`config.mk`:
```
export PLATFORM = sky130hd
export DESIGN_NAME = video_timing_gen
export DESIGN_NICKNAME = d
export VERILOG_FILES = /design/src/rtl/video_timing_pkg.sv /design/src/rtl/video_timing_axis.sv /design/src/rtl/video_timing_gen.sv
export SDC_FILE = /design/constraint.sdc
export NUM_CORES = 1
export LEC_CHECK = 0
export BUFFER_PORTS_ARGS = -buffer_cell sky130_fd_sc_hd__buf_2
export CORE_MARGIN = 2
export CORE_UTILIZATION = 25
export DETAILED_ROUTE_END_ITERATION = 10
export PLACE_DENSITY = 0.52
export SLEW_MARGIN = 20
export SYNTH_ARGS = -nofsm -noshare
export SYNTH_HDL_FRONTEND = slang
export SYNTH_SLANG_ARGS = --single-unit
```
`constraint.sdc`:
```
create_clock -name pixel_clk -period 2.29 [get_ports pixel_clk]
set_input_delay 0.3435 -clock pixel_clk [delete_from_list [all_inputs] [get_ports pixel_clk]]
set_output_delay 0.3435 -clock pixel_clk [all_outputs]
set_load 0.02 [all_outputs]
```
`src/rtl/video_timing_pkg.sv`:
```
// Shared types and default 1080p60 timing for the video timing generator and its benches.
package video_timing_pkg;

   localparam int unsigned COORD_W = 12;

   typedef enum logic [1:0] {
      PH_SYNC   = 2'd0,
      PH_BACK   = 2'd1,
      PH_ACTIVE = 2'd2,
      PH_FRONT  = 2'd3
   } phase_t;

   typedef enum logic {
      ST_IDLE = 1'b0,
      ST_RUN  = 1'b1
   } run_state_t;

   localparam int unsigned DEF_H_ACTIVE = 1920;
   localparam int unsigned DEF_H_FRONT  = 88;
   localparam int unsigned DEF_H_SYNC   = 44;
   localparam int unsigned DEF_H_BACK   = 148;
   localparam int unsigned DEF_V_ACTIVE = 1080;
   localparam int unsigned DEF_V_FRONT  = 4;
   localparam int unsigned DEF_V_SYNC   = 5;
   localparam int unsigned DEF_V_BACK   = 36;

endpackage

```
`src/rtl/video_timing_axis.sv`:
```
// One raster axis: position counter plus SYNC/BACK/ACTIVE/FRONT phase FSM.
module video_timing_axis
   import video_timing_pkg::*;
#(
   parameter int unsigned SYNC   = DEF_H_SYNC,
   parameter int unsigned BACK   = DEF_H_BACK,
   parameter int unsigned ACTIVE = DEF_H_ACTIVE,
   parameter int unsigned FRONT  = DEF_H_FRONT
) (
   input  logic               pixel_clk,
   input  logic               reset,
   input  logic               step,
   input  logic               run,
   output logic [COORD_W-1:0] count,
   output phase_t             phase,
   output logic               wrap
);

   localparam int unsigned TOTAL = SYNC + BACK + ACTIVE + FRONT;
   localparam logic [COORD_W-1:0] END_SYNC   = COORD_W'(SYNC - 1);
   localparam logic [COORD_W-1:0] END_BACK   = COORD_W'(SYNC + BACK - 1);
   localparam logic [COORD_W-1:0] END_ACTIVE = COORD_W'(SYNC + BACK + ACTIVE - 1);
   localparam logic [COORD_W-1:0] LAST       = COORD_W'(TOTAL - 1);

   logic [COORD_W-1:0] count_d;
   phase_t             phase_d;

   assign wrap = run && (count == LAST);

   always_ff @(posedge pixel_clk or posedge reset) begin
      if (reset) begin
         count <= '0;
         phase <= PH_SYNC;
      end else begin
         count <= count_d;
         phase <= phase_d;
      end
   end

   always_comb begin
      count_d = count;
      phase_d = phase;
      if (!run) begin
         count_d = '0;
         phase_d = PH_SYNC;
      end else if (step) begin
         count_d = wrap ? '0 : count + 1'b1;
         // Phase advances on the last count of each region, so it always matches count_d.
         case (phase)
            PH_SYNC:   if (count == END_SYNC)   phase_d = PH_BACK;
            PH_BACK:   if (count == END_BACK)   phase_d = PH_ACTIVE;
            PH_ACTIVE: if (count == END_ACTIVE) phase_d = PH_FRONT;
            PH_FRONT:  if (count == LAST)       phase_d = PH_SYNC;
            default:   phase_d = PH_SYNC;
         endcase
      end
   end

endmodule

```
`src/rtl/video_timing_gen.sv`:
```
// Raster timing source with frame-granular start/stop and registered outputs.
// Optional frame_start pulse output when VIDEO_TIMING_GEN_FRAME_PULSE_EN is defined.
module video_timing_gen
   import video_timing_pkg::*;
#(
   parameter int unsigned H_ACTIVE = DEF_H_ACTIVE,
   parameter int unsigned H_FRONT  = DEF_H_FRONT,
   parameter int unsigned H_SYNC   = DEF_H_SYNC,
   parameter int unsigned H_BACK   = DEF_H_BACK,
   parameter int unsigned V_ACTIVE = DEF_V_ACTIVE,
   parameter int unsigned V_FRONT  = DEF_V_FRONT,
   parameter int unsigned V_SYNC   = DEF_V_SYNC,
   parameter int unsigned V_BACK   = DEF_V_BACK,
   parameter bit          SYNC_POL = 1'b0
) (
   input  logic               pixel_clk,
   input  logic               reset,
   input  logic               enable,
   output logic               busy,
   output logic               pixel_de,
   output logic               pixel_hs,
   output logic               pixel_vs,
   output logic [COORD_W-1:0] pixel_x,
   output logic [COORD_W-1:0] pixel_y,
   output logic [COORD_W-1:0] image_width,
   output logic [COORD_W-1:0] image_height
`ifdef VIDEO_TIMING_GEN_FRAME_PULSE_EN
   ,
   output logic               frame_start
`endif
);

   localparam int unsigned H_TOTAL = H_SYNC + H_BACK + H_ACTIVE + H_FRONT;
   localparam int unsigned V_TOTAL = V_SYNC + V_BACK + V_ACTIVE + V_FRONT;
   localparam logic [COORD_W-1:0] X_OFS = COORD_W'(H_SYNC + H_BACK);
   localparam logic [COORD_W-1:0] Y_OFS = COORD_W'(V_SYNC + V_BACK);

   if (H_TOTAL > 4096) begin : g_h_total_chk
      $error("video_timing_gen: H_TOTAL exceeds 12-bit counter range");
   end
   if (V_TOTAL > 4096) begin : g_v_total_chk
      $error("video_timing_gen: V_TOTAL exceeds 12-bit counter range");
   end

   run_state_t         state_q, state_d;
   logic               running;
   logic [COORD_W-1:0] h_cnt, v_cnt;
   phase_t             h_phase, v_phase;
   logic               h_wrap, v_wrap;

   assign running      = (state_q == ST_RUN);
   assign image_width  = COORD_W'(H_ACTIVE);
   assign image_height = COORD_W'(V_ACTIVE);

   video_timing_axis #(
      .SYNC   (H_SYNC),
      .BACK   (H_BACK),
      .ACTIVE (H_ACTIVE),
      .FRONT  (H_FRONT)
   ) u_h_axis (
      .pixel_clk (pixel_clk),
      .reset     (reset),
      .step      (1'b1),
      .run       (running),
      .count     (h_cnt),
      .phase     (h_phase),
      .wrap      (h_wrap)
   );

   video_timing_axis #(
      .SYNC   (V_SYNC),
      .BACK   (V_BACK),
      .ACTIVE (V_ACTIVE),
      .FRONT  (V_FRONT)
   ) u_v_axis (
      .pixel_clk (pixel_clk),
      .reset     (reset),
      .step      (h_wrap),
      .run       (running),
      .count     (v_cnt),
      .phase     (v_phase),
      .wrap      (v_wrap)
   );

   always_ff @(posedge pixel_clk or posedge reset) begin
      if (reset) state_q <= ST_IDLE;
      else       state_q <= state_d;
   end

   // Stop is only honoured at the frame wrap; the counters wrap to 0 on the same edge.
   always_comb begin
      state_d = state_q;
      case (state_q)
         ST_IDLE: if (enable)                      state_d = ST_RUN;
         ST_RUN:  if (h_wrap && v_wrap && !enable) state_d = ST_IDLE;
         default: state_d = ST_IDLE;
      endcase
   end

   always_ff @(posedge pixel_clk or posedge reset) begin
      if (reset) begin
         busy     <= 1'b0;
         pixel_de <= 1'b0;
         pixel_hs <= ~SYNC_POL;
         pixel_vs <= ~SYNC_POL;
         pixel_x  <= '0;
         pixel_y  <= '0;
      end else if (running) begin
         busy     <= 1'b1;
         pixel_de <= (h_phase == PH_ACTIVE) && (v_phase == PH_ACTIVE);
         pixel_hs <= (h_phase == PH_SYNC) ? SYNC_POL : ~SYNC_POL;
         pixel_vs <= (v_phase == PH_SYNC) ? SYNC_POL : ~SYNC_POL;
         pixel_x  <= (h_phase == PH_ACTIVE) ? h_cnt - X_OFS : '0;
         pixel_y  <= (v_phase == PH_ACTIVE) ? v_cnt - Y_OFS : '0;
      end else begin
         busy     <= 1'b0;
         pixel_de <= 1'b0;
         pixel_hs <= ~SYNC_POL;
         pixel_vs <= ~SYNC_POL;
         pixel_x  <= '0;
         pixel_y  <= '0;
      end
   end

`ifdef VIDEO_TIMING_GEN_FRAME_PULSE_EN
   always_ff @(posedge pixel_clk or posedge reset) begin
      if (reset) frame_start <= 1'b0;
      else       frame_start <= running && (h_cnt == '0) && (v_cnt == '0);
   end
`endif

endmodule
```
==> reports/results.txt, run 1 <==
Status: complete, no violations
# Post-CTS Setup Buffers: 0
Final setup viols: 0
GRT Residual Overflow: 0
Leading cell types in the layout, fill and taps excluded: dfrtp_1 (55), nor2_1 (37), buf_2 (30)
Tot GR Track Use: 10.5%
DRC Markers: 0
Row cnt: 40
Antenna violations before repair: 0
Final max-slew violation count: 0
DRT Pass-1 Iters: 5
Core ar.: 11900 µm²
Final wirelength: 6260 µm
Routed len/inst: 12.3 µm
CP max-delay cell: or4b_4
Fin cells: 508
Largest net degree at the start of global routing: 33
Post-synth EDFFs: 0
Ys flop type: dfrtp_1
Hold Fails Final Rpt: 0
Hold crit path type: in2async
Worst Slack Setup Final: 123 ps
Critical Path RT: 2550 ps
RSZ-0062 raised after global routing: false
Clk pwr share: 57.6%
Die height: 114 µm
Slew @ Worst Pin: 557 ps
Seq cells post-synth: 57
Sequential power share: 39.9%
Hold Buf Count CTS: 0
H-tree depth: 3
DR vias/cell: 4.40
First-pass GRT wire length: 10600 µm
Synth top area share: 45.4%
Critical Path Sink Type: flip-flop
Mapped cell area: 3030 µm²
Clock Latency Late Sink: 330 ps
Setup Skew: 10.1 ps
Avg Cell Area, Syn: 9.51 µm²
Slew HR: 62.8%
TNS Setup: 0 ps
Max IR drop VDD: 0.000359 V
Port Buffers: 30
GPL Wtd Cong: 0.793
Ports: 55
Setup WS pre-CTS: 92.4 ps
Area grow syn2layout: 20.6%
Placed Cells incl. Taps: 492
Root buffer cell: clkbuf_16
Layout cell share with drive strength beyond 1: 19.7%
Internal power: 2.02 mW
Post-DP HPWL: 4490 µm
Ys async rst share: 100%
# clock sinks: 57
Tot Pwr: 2.53 mW
Kind of critical path: reg2reg
Number of DRC markers in iteration 0: 79
Sw frac: 20.1%
Commonest non-fill, non-tap cell in the layout: dfrtp_1
Die extent in x: 114 µm
Static leakage power: 1.85 nW
Top post-synthesis cells by area: dfrtp_1 (45%), ha_1 (6.2%), buf_4 (5.9%), nor2_1 (4.6%), o21ai_0 (3.8%)
Max cap viols: 0
Routed Antenna Nets: 0
Worst path arrival time: 2420 ps
Clock transition at path regs: 60 ps
Cells after Synth: 319
Register area share after synthesis: 47.1%
Period Utilization, post-route: 94.6%
F_max: 0.461 GHz
Max incr delay on CP: 570 ps
Via count: 2237
Min Tclk post-route: 2170 ps
Synth warn: 0
Antenna diodes: 0
Die area: 13000 µm²
Number of global-route vias before repair: 2196
Power per Cell Area: 691 nW/µm²
Clk buf depth: 2
Comb pwr share: 2.4%
Worst-path cell chain: or3_4 -> or4b_4 -> and2_4 -> a211oi_4 -> mux2i_1
Initial Util: 25.5%
CP Max Fanout: 12
CTS buffer count: 9
Cell variety after synth: 47
Yosys top cell by area: dfrtp_1
Final net count: 374
Psw: 508 µW
CTS tree: yes
Startpoint types: flip-flop
final cells by class:
| type | instances | area [µm²] |
|---|---|---|
| fillers | 1229 | 8250 |
| flip-flops and latches | 57 | 1430 |
| multi-input cells | 228 | 1380 |
| repair buffers | 46 | 283 |
| clock buffers | 11 | 253 |
| well taps | 147 | 184 |
| clock inverters | 5 | 77.6 |
| inverters | 14 | 52.6 |
Yosys cell counts, drive strengths merged, types with 6 or more instances:
master / count
nor3: 11
a21oi: 7
ha: 15
o21ai: 24
buf: 27
clkbuf: 15
dfrtp: 55
nand3: 6
xnor2: 11
and3: 13
nand2: 22
nor2: 38
xor2: 6
nand4: 7
inv: 14
state kept, by name, summed over array words and instances (netlist names), 2 cells and up:
register	count
pixel_x	12
pixel_y	12
u_h_axis.count	12
u_v_axis.count	12
u_h_axis.phase	2
u_v_axis.phase	2
worst paths after layout:
| path | cells after the start | slack [ps] | start | endpoint |
|---|---|---|---|---|
| setup / recovery | 5 | 120 | u_h_axis.count[10] | u_h_axis.phase[1] |
| hold / removal | 2 | 70 | reset | u_h_axis.count[1] |
| setup reg to reg | 5 | 120 | u_h_axis.count[10] | u_h_axis.phase[1] |
| hold reg to reg | 1 | 500 | u_h_axis.count[0] | u_h_axis.count[0] |
| max in group asynchronous | 3 | 1570 | reset | pixel_vs |
| min in group pixel_clk | 3 | 250 | enable | running |
power by group through the flow:
stage / clock, mW / combinational [mW] / sequential, mW
2_1_floorplan: 0 / 0.0802 / 1.03
3_3_place_gp: 0 / 0.0613 / 1.03
3_5_place_dp: 0 / 0.0624 / 1.03
4_1_cts: 1.49 / 0.0625 / 1.01
5_1_grt: 1.54 / 0.0682 / 1.01
6_report: 1.46 / 0.0612 / 1.01
critical path: cells and delay by family, from the launching register on:
family	cells	cell delay, ps
mux	1	220
simple gates	3	1210
compound gates	1	290
flops	1	370
logic make-up (layout without fill, tap and decap cells):
kind of cell | after synthesis | after routing | share of synthesized area (%)
buffers and inverters | 56 | 76 | 10.2
other | 2 | 24 | 0.248
AOI/OAI and AO/OA | 48 | 48 | 9.73
adders and majority gates | 15 | 15 | 6.19
xor gates and xnor gates | 17 | 17 | 4.91
DFF | 57 | 57 | 47.1
muxes | 4 | 4 | 1.32
and+or+nand+nor | 120 | 120 | 20.3
routing by layer:
layer	part of all wire [%]	track usage [%]	up-vias	routed length, µm
met5	0	0	-	0
met4	2.3	5.37	0	141
met3	4.8	3.55	9	302
met2	46	16.2	60	2860
met1	47	13.1	1062	2960
li1	-	-	1106	-
stage by stage:
step                      area, µm²  util (%)  hold slack, ps
after CTS                      3660      30.7            73.3
after floorplan                3120         -             443
after global placement         3330      27.9             421
after global routing           3660      30.7             112
after detailed placement       3330      27.9             431
final                          3660      30.7            65.8
what timing repair did:
item                                    in CTS  in global routing
resized for setup                            0                  1
endpoints found under the setup margin       0                  2
endpoints found under the hold margin        0                  0
Power figures use the tool's default switching activity.
==> run 2, diff against run 1 <==
--- a/config.mk
+++ b/config.mk
@@ -9,7 +9,7 @@
 export CORE_MARGIN = 2
 export CORE_UTILIZATION = 25
 export DETAILED_ROUTE_END_ITERATION = 10
-export PLACE_DENSITY = 0.52
+export PLACE_DENSITY_LB_ADDON = 0.1
 export SLEW_MARGIN = 20
 export SYNTH_ARGS = -nofsm -noshare
 export SYNTH_HDL_FRONTEND = slang
==> reports/results.txt, run 2 (synthesis results as in run 1) <==
Status: complete, no violations
Number of global-route vias before repair: 2119 (-3.5%)
Via count: 2222 (-0.67%)
Startpoint types: flip-flop
Critical Path Sink Type: flip-flop
Max IR drop VDD: 0.000331 V (-7.7%)
H-tree depth: 3 (unchanged)
F_max: 0.464 GHz (+0.59%)
TNS Setup: 0 ps (unchanged)
Die area: 13000 µm² (unchanged)
Period Utilization, post-route: 94.1% (-0.55 points)
Die height: 114 µm (unchanged)
CP Max Fanout: 12 (unchanged)
Row cnt: 40 (unchanged)
Leading cell types in the layout, fill and taps excluded: dfrtp_1 (55), nor2_1 (37), buf_2 (30)
Routed len/inst: 13.2 µm (+7.1%)
Area grow syn2layout: 21.9%
Hold Fails Final Rpt: 0 (unchanged)
Setup Skew: 10.1 ps (-0.0546 ps)
GPL Wtd Cong: 0.736 (-7.1%)
Final net count: 374 (unchanged)
Min Tclk post-route: 2150 ps (-12.6 ps)
First-pass GRT wire length: 11300 µm (+6.1%)
Port Buffers: 30 (unchanged)
Post-DP HPWL: 4690 µm (+4.6%)
FF-to-FF Start: u_h_axis.count[10]
Kind of critical path: reg2reg
Setup WS pre-CTS: 73.0 ps (-19.3 ps)
Worst Reg-to-Reg Cells: 5 (unchanged)
Ports: 55 (unchanged)
Clock Latency Late Sink: 330 ps (about the same)
CP max-delay cell: or4b_4
Max incr delay on CP: 580 ps (about the same)
Final setup viols: 0 (unchanged)
Tot GR Track Use: 11.4% (+0.87 points)
DRC Markers: 0 (unchanged)
Worst-path cell chain: or3_4 -> or4b_4 -> and2_4 -> a211oi_4 -> mux2i_1
Worst Slack Setup Final: 136 ps (+12.6 ps)
Root buffer cell: clkbuf_16
Clock transition at path regs: 60 ps (about the same)
RSZ-0062 raised after global routing: false
Power per Cell Area: 731 nW/µm² (+5.8%)
Final wirelength: 6700 µm (+7.1%)
Hold Buf Count CTS: 0 (unchanged)
Initial Util: 25.5% (unchanged)
DRT Pass-1 Iters: 4 (-1)
Antenna violations before repair: 0 (unchanged)
Number of DRC markers in iteration 0: 125 (+58%)
Clk buf depth: 2 (unchanged)
Layout cell share with drive strength beyond 1: 19.4% (-0.28 points)
Critical Path RT: 2550 ps (about the same)
CTS tree: yes
Antenna diodes: 0 (unchanged)
CTS buffer count: 9 (unchanged)
Hold crit path type: in2async
Max cap viols: 0 (unchanged)
DR vias/cell: 4.37 (-0.67%)
Die extent in x: 114 µm (unchanged)
Worst path arrival time: 2410 ps (about the same)
Commonest non-fill, non-tap cell in the layout: dfrtp_1
R2r endpoint: u_h_axis.phase[1]
Reg2reg setup slack: 140 ps (about the same)
Worst Path Buf+Inv: 0 (unchanged)
Core ar.: 11900 µm² (unchanged)
GRT Residual Overflow: 0 (unchanged)
Worst path top cell family by delay: simple AND/OR/NAND/NOR gates
Static leakage power: 1.86 nW (+0.85%)
# clock sinks: 57 (unchanged)
Final max-slew violation count: 0 (unchanged)
Largest net degree at the start of global routing: 58 (+76%)
Routed Antenna Nets: 0 (unchanged)
-- run 2: worst register-to-register path, cell delays in order (launching register included) --
cell	delay, ps
dfrtp_1	370
or3_4	410
or4b_4	580
and2_4	240
a211oi_4	270
mux2i_1	220
-- run 2: worst max path at each step --
stage / endpoint / slack [ps] / startpoint / cells past startpoint
floorplan: u_h_axis.phase[0] / 170 / u_h_axis.count[8] / 6
global placement: u_h_axis.phase[1] / 140 / u_h_axis.count[10] / 5
detailed placement: u_h_axis.phase[1] / 70 / u_h_axis.count[0] / 6
CTS: u_h_axis.phase[1] / 50 / u_h_axis.count[0] / 6
global route: u_h_axis.phase[1] / 30 / u_h_axis.count[10] / 5
finish: u_h_axis.phase[1] / 140 / u_h_axis.count[10] / 5
-- run 2: layer usage --
metal / vias up / routed length [µm] / GRT usage (%)
li1: 1110 / - / -
met1: 1061 / 3430 / 16.0
met2: 39 / 2890 / 15.6
met3: 12 / 242 / 3.18
met4: 0 / 143 / 6.34
met5: - / 0 / 0
-- run 2: power breakdown --
part	switching, mW	internal, mW	leakage [nW]	total (mW)
clock network	0.464	1.17	0.176	1.63
registers	0	1.01	0.759	1.01
logic	0.0561	0.00502	0.927	0.0611
-- run 2: cell type report --
type                       instances  area [µm²]
timing repair buffer              46         283
clock inverter                     6         130
fill                            1250        8210
tap                              147         184
inverter                          14        52.6
clock buffer                      10         229
multi-input combinational        228        1390
sequential                        57        1430
-- run 2: metrics by stage --
step / hold slack (ps) / total power [mW] / area [µm²] / utilization [%] / cells
2_1_floorplan: 443 / 1.11 / 3120 / - / 341
3_3_place_gp: 427 / 1.09 / 3320 / 27.9 / 491
3_5_place_dp: 433 / 1.09 / 3320 / 27.9 / 491
4_1_cts: 71.8 / 2.74 / 3680 / 30.9 / 507
5_1_grt: 102 / 2.80 / 3700 / 31.0 / 508
6_report: 65.3 / 2.70 / 3700 / 31.0 / 508
-- run 2: timing repair --
item / CTS / global route
endpoints found under the setup margin: 0 / 2
setup buffers: 0 / 1
gates resized for setup: 0 / 2
==> run 3, diff against run 2 <==
--- a/config.mk
+++ b/config.mk
@@ -8,9 +8,12 @@
 export BUFFER_PORTS_ARGS = -buffer_cell sky130_fd_sc_hd__buf_2
 export CORE_MARGIN = 2
 export CORE_UTILIZATION = 25
+export CTS_BUF_LIST = sky130_fd_sc_hd__clkbuf_4 sky130_fd_sc_hd__clkbuf_8
 export DETAILED_ROUTE_END_ITERATION = 10
+export GPL_ROUTABILITY_DRIVEN = 0
 export PLACE_DENSITY_LB_ADDON = 0.1
 export SLEW_MARGIN = 20
 export SYNTH_ARGS = -nofsm -noshare
 export SYNTH_HDL_FRONTEND = slang
+export SYNTH_HIERARCHICAL = 1
 export SYNTH_SLANG_ARGS = --single-unit
==> reports/results.txt, run 3 <==
Worst Path Buf+Inv: 0 (unchanged)
Leading cell types in the layout, fill and taps excluded: dfrtp_1 (54), nor2_1 (37), buf_4 (34)
CP max-delay cell: or4b_4
Reg2reg setup slack: -40 ps (-180 ps)
Tot Pwr: 2.74 mW (+1.5%)
Clk buf depth: 2 (unchanged)
Tightest hold margin: 82.7 ps (+17.5 ps)
Hold Buf Count CTS: 0 (unchanged)
Top cells by count, synth: dfrtp_1 (55), nor2_1 (39), buf_4 (24), inv_1 (23), nand2_1 (23)
CP Max Fanout: 6 (-6)
Tot GR Track Use: 12.0% (+0.63 points)
Final max-slew violation count: 0 (unchanged)
Slew HR: 57.8%
Worst Setup EP: u_v_axis/count[6]
Die area: 13600 µm² (+4.3%)
Min Tclk post-route: 2330 ps (+176 ps)
Top post-synthesis cells by area: dfrtp_1 (43%), buf_4 (5.7%), ha_1 (5.1%), nor2_1 (4.6%), xnor2_1 (4.1%)
Startpoint types: flip-flop
Setup WS pre-CTS: -37.4 ps (-110 ps)
F_max: 0.429 GHz (-7.5%)
Worst path arrival time: 2600 ps (+190 ps)
Synth top area share: 43.4% (-1.9 points)
Static leakage power: 1.97 nW (+5.7%)
Post-DP HPWL: 5350 µm (+14%)
Clock Latency Late Sink: 340 ps (about the same)
Largest net degree at the start of global routing: 30 (-48%)
Routed Antenna Nets: 0 (unchanged)
Critical Path RT: 2560 ps (about the same)
CTS tree: yes
Final instance area: 3960 µm² (+7.2%)
Worst Reg-to-Reg Cells: 6 (+1)
Worst Setup SP: u_h_axis/count[8]
Path length in cells of the critical path: 6 (+1)
Seq cells post-synth: 57 (unchanged)
# clock sinks: 57 (unchanged)
Antenna violations before repair: 0 (unchanged)
Slew @ Worst Pin: 633 ps
Clock transition at path regs: 60 ps (about the same)
RSZ-0062 raised after global routing: true
Max incr delay on CP: 540 ps (-40 ps)
Die height: 117 µm (+2.1%)
Placed cell area: 3680 µm² (+11%)
Post-synth EDFFs: 0 (unchanged)
Power per Cell Area: 692 nW/µm² (-5.3%)
Number of DRC markers in iteration 0: 108 (-14%)
Via count: 2423 (+9.0%)
Die extent in x: 117 µm (+2.1%)
Core ar.: 12500 µm² (+5.1%)
R2r endpoint: u_v_axis/count[6]
Number of global-route vias before repair: 2344 (+11%)
Commonest non-fill, non-tap cell in the layout: dfrtp_1
Antenna diodes: 0 (unchanged)
Cell variety after synth: 53 (+13%)
Ys flop type: dfrtp_1
CTS buffer count: 9 (unchanged)
Cells after Synth: 329 (+3.1%)
Setup Skew: 6.86 ps (-3.22 ps)
Count leader, synth: dfrtp_1
Register area share after synthesis: 45.1% (-2.0 points)
Yosys top cell by area: dfrtp_1
Final setup viols: 5 (+5)
Avg Cell Area, Syn: 9.63 µm² (+1.2%)
Ys async rst share: 100% (unchanged)
Mapped cell area: 3170 µm² (+4.4%)
Final net count: 419 (+12%)
H-tree depth: 3 (unchanged)
Root buffer cell: clkbuf_8
Critical Path Sink Type: flip-flop
DRC Markers: 0 (unchanged)
Period Utilization, post-route: 102% (+7.7 points)
Layout cell share with drive strength beyond 1: 26.3% (+6.9 points)
Status: finished, violations left
Area grow syn2layout: 25.1%
Synth warn: 6 (+6)
Hold Fails Final Rpt: 0 (unchanged)
FF-to-FF Start: u_h_axis/count[8]
GRT Residual Overflow: 0 (unchanged)
Failing checks: negative setup slack
Routed len/inst: 12.7 µm (-3.5%)
DR vias/cell: 4.18 (-4.3%)
Max cap viols: 0 (unchanged)
Row cnt: 41 (+2.5%)
Initial Util: 25.3% (-0.16 points)
Port Buffers: 30 (unchanged)
Hold crit path type: in2async
Final Util: 31.7% (+0.63 points)
Final wirelength: 7370 µm (+10%)
Worst Slack Setup Final: -40.2 ps (-176 ps)
First-pass GRT wire length: 12200 µm (+8.4%)
Kind of critical path: reg2reg
Worst-path cell chain: or4b_4 -> or3_4 -> nor2_4 -> o2111ai_4 -> or3_1 -> a21oi_2
Ports: 55 (unchanged)
Worst path top cell family by delay: simple AND/OR/NAND/NOR gates
DRT Pass-1 Iters: 4 (unchanged)
Max IR drop VDD: 0.000197 V (-41%)
[run 3: changes by cell type after synthesis, sizes merged, moves of 5 or more]
cell / previous run / this run
and2: 3 / 9
inv: 14 / 23
o21ai: 24 / 17
nand4: 7 / 2
and3: 13 / 4
clkbuf: 15 / 6
[run 3: area by class of cell]
type                       instances  area (µm²)
clock inverter                     4        20.0
clock buffer                      11         145
fill                            1371        8550
timing repair buffer              66         428
tap                              172         215
inverter                          23        86.3
sequential                        57        1430
multi-input combinational        246        1640
[run 3: cells by family after synthesis]
| logic type | synth area share, % |
|---|---|
| flops | 45.1 |
| fa+ha+maj | 5.13 |
| compound gates | 8.69 |
| other cells | 0.237 |
| mux | 1.26 |
| simple gates | 23.8 |
| buf+inv | 9.12 |
| xor+xnor | 6.64 |
[run 3: tightest hold or removal path, cell delays in order]
cell,delay [ps]
buf_2,110
inv_1,50
buf_4,330
[run 3: what timing repair did]
| item | CTS | global route |
|---|---|---|
| resized for setup | 2 | 14 |
| gates cloned | 0 | 0 |
| endpoints found under the setup margin | 3 | 13 |
| buffers inserted | 0 | 5 |
| pin swaps | 0 | 7 |
[run 3: worst min path at each step]
stage | start | to | slack [ps] | cells past startpoint
6_report | reset | busy | 80 | 3
5_1_grt | reset | pixel_de | 130 | 3
4_1_cts | reset | pixel_de | 90 | 3
3_5_place_dp | reset | busy | 470 | 3
3_3_place_gp | reset | busy | 470 | 3
2_1_floorplan | reset | u_h_axis/count[0] | 230 | 1
[run 3: power breakdown]
part / switching [mW] / internal, mW / leakage [nW]
logic: 0.408 / 0.267 / 1.12
registers: 0.0916 / 1.15 / 0.755
clock network: 0.408 / 0.420 / 0.0921
total: 0.907 / 1.83 / 1.97
[run 3: routing by layer]
metal	GRT usage, %	vias up	wire [µm]
met3	2.18	8	364
li1	-	1214	-
met4	6.59	0	135
met5	0	-	0
met1	16.7	1134	3690
met2	17.6	67	3180
[run 3: stage by stage]
step	TNS (ps)	std cells
final	-140	579
after floorplan	-15.2	356
after detailed placement	-81.9	559
after CTS	0	574
after global routing	-1050	579
after global placement	-11.4	559
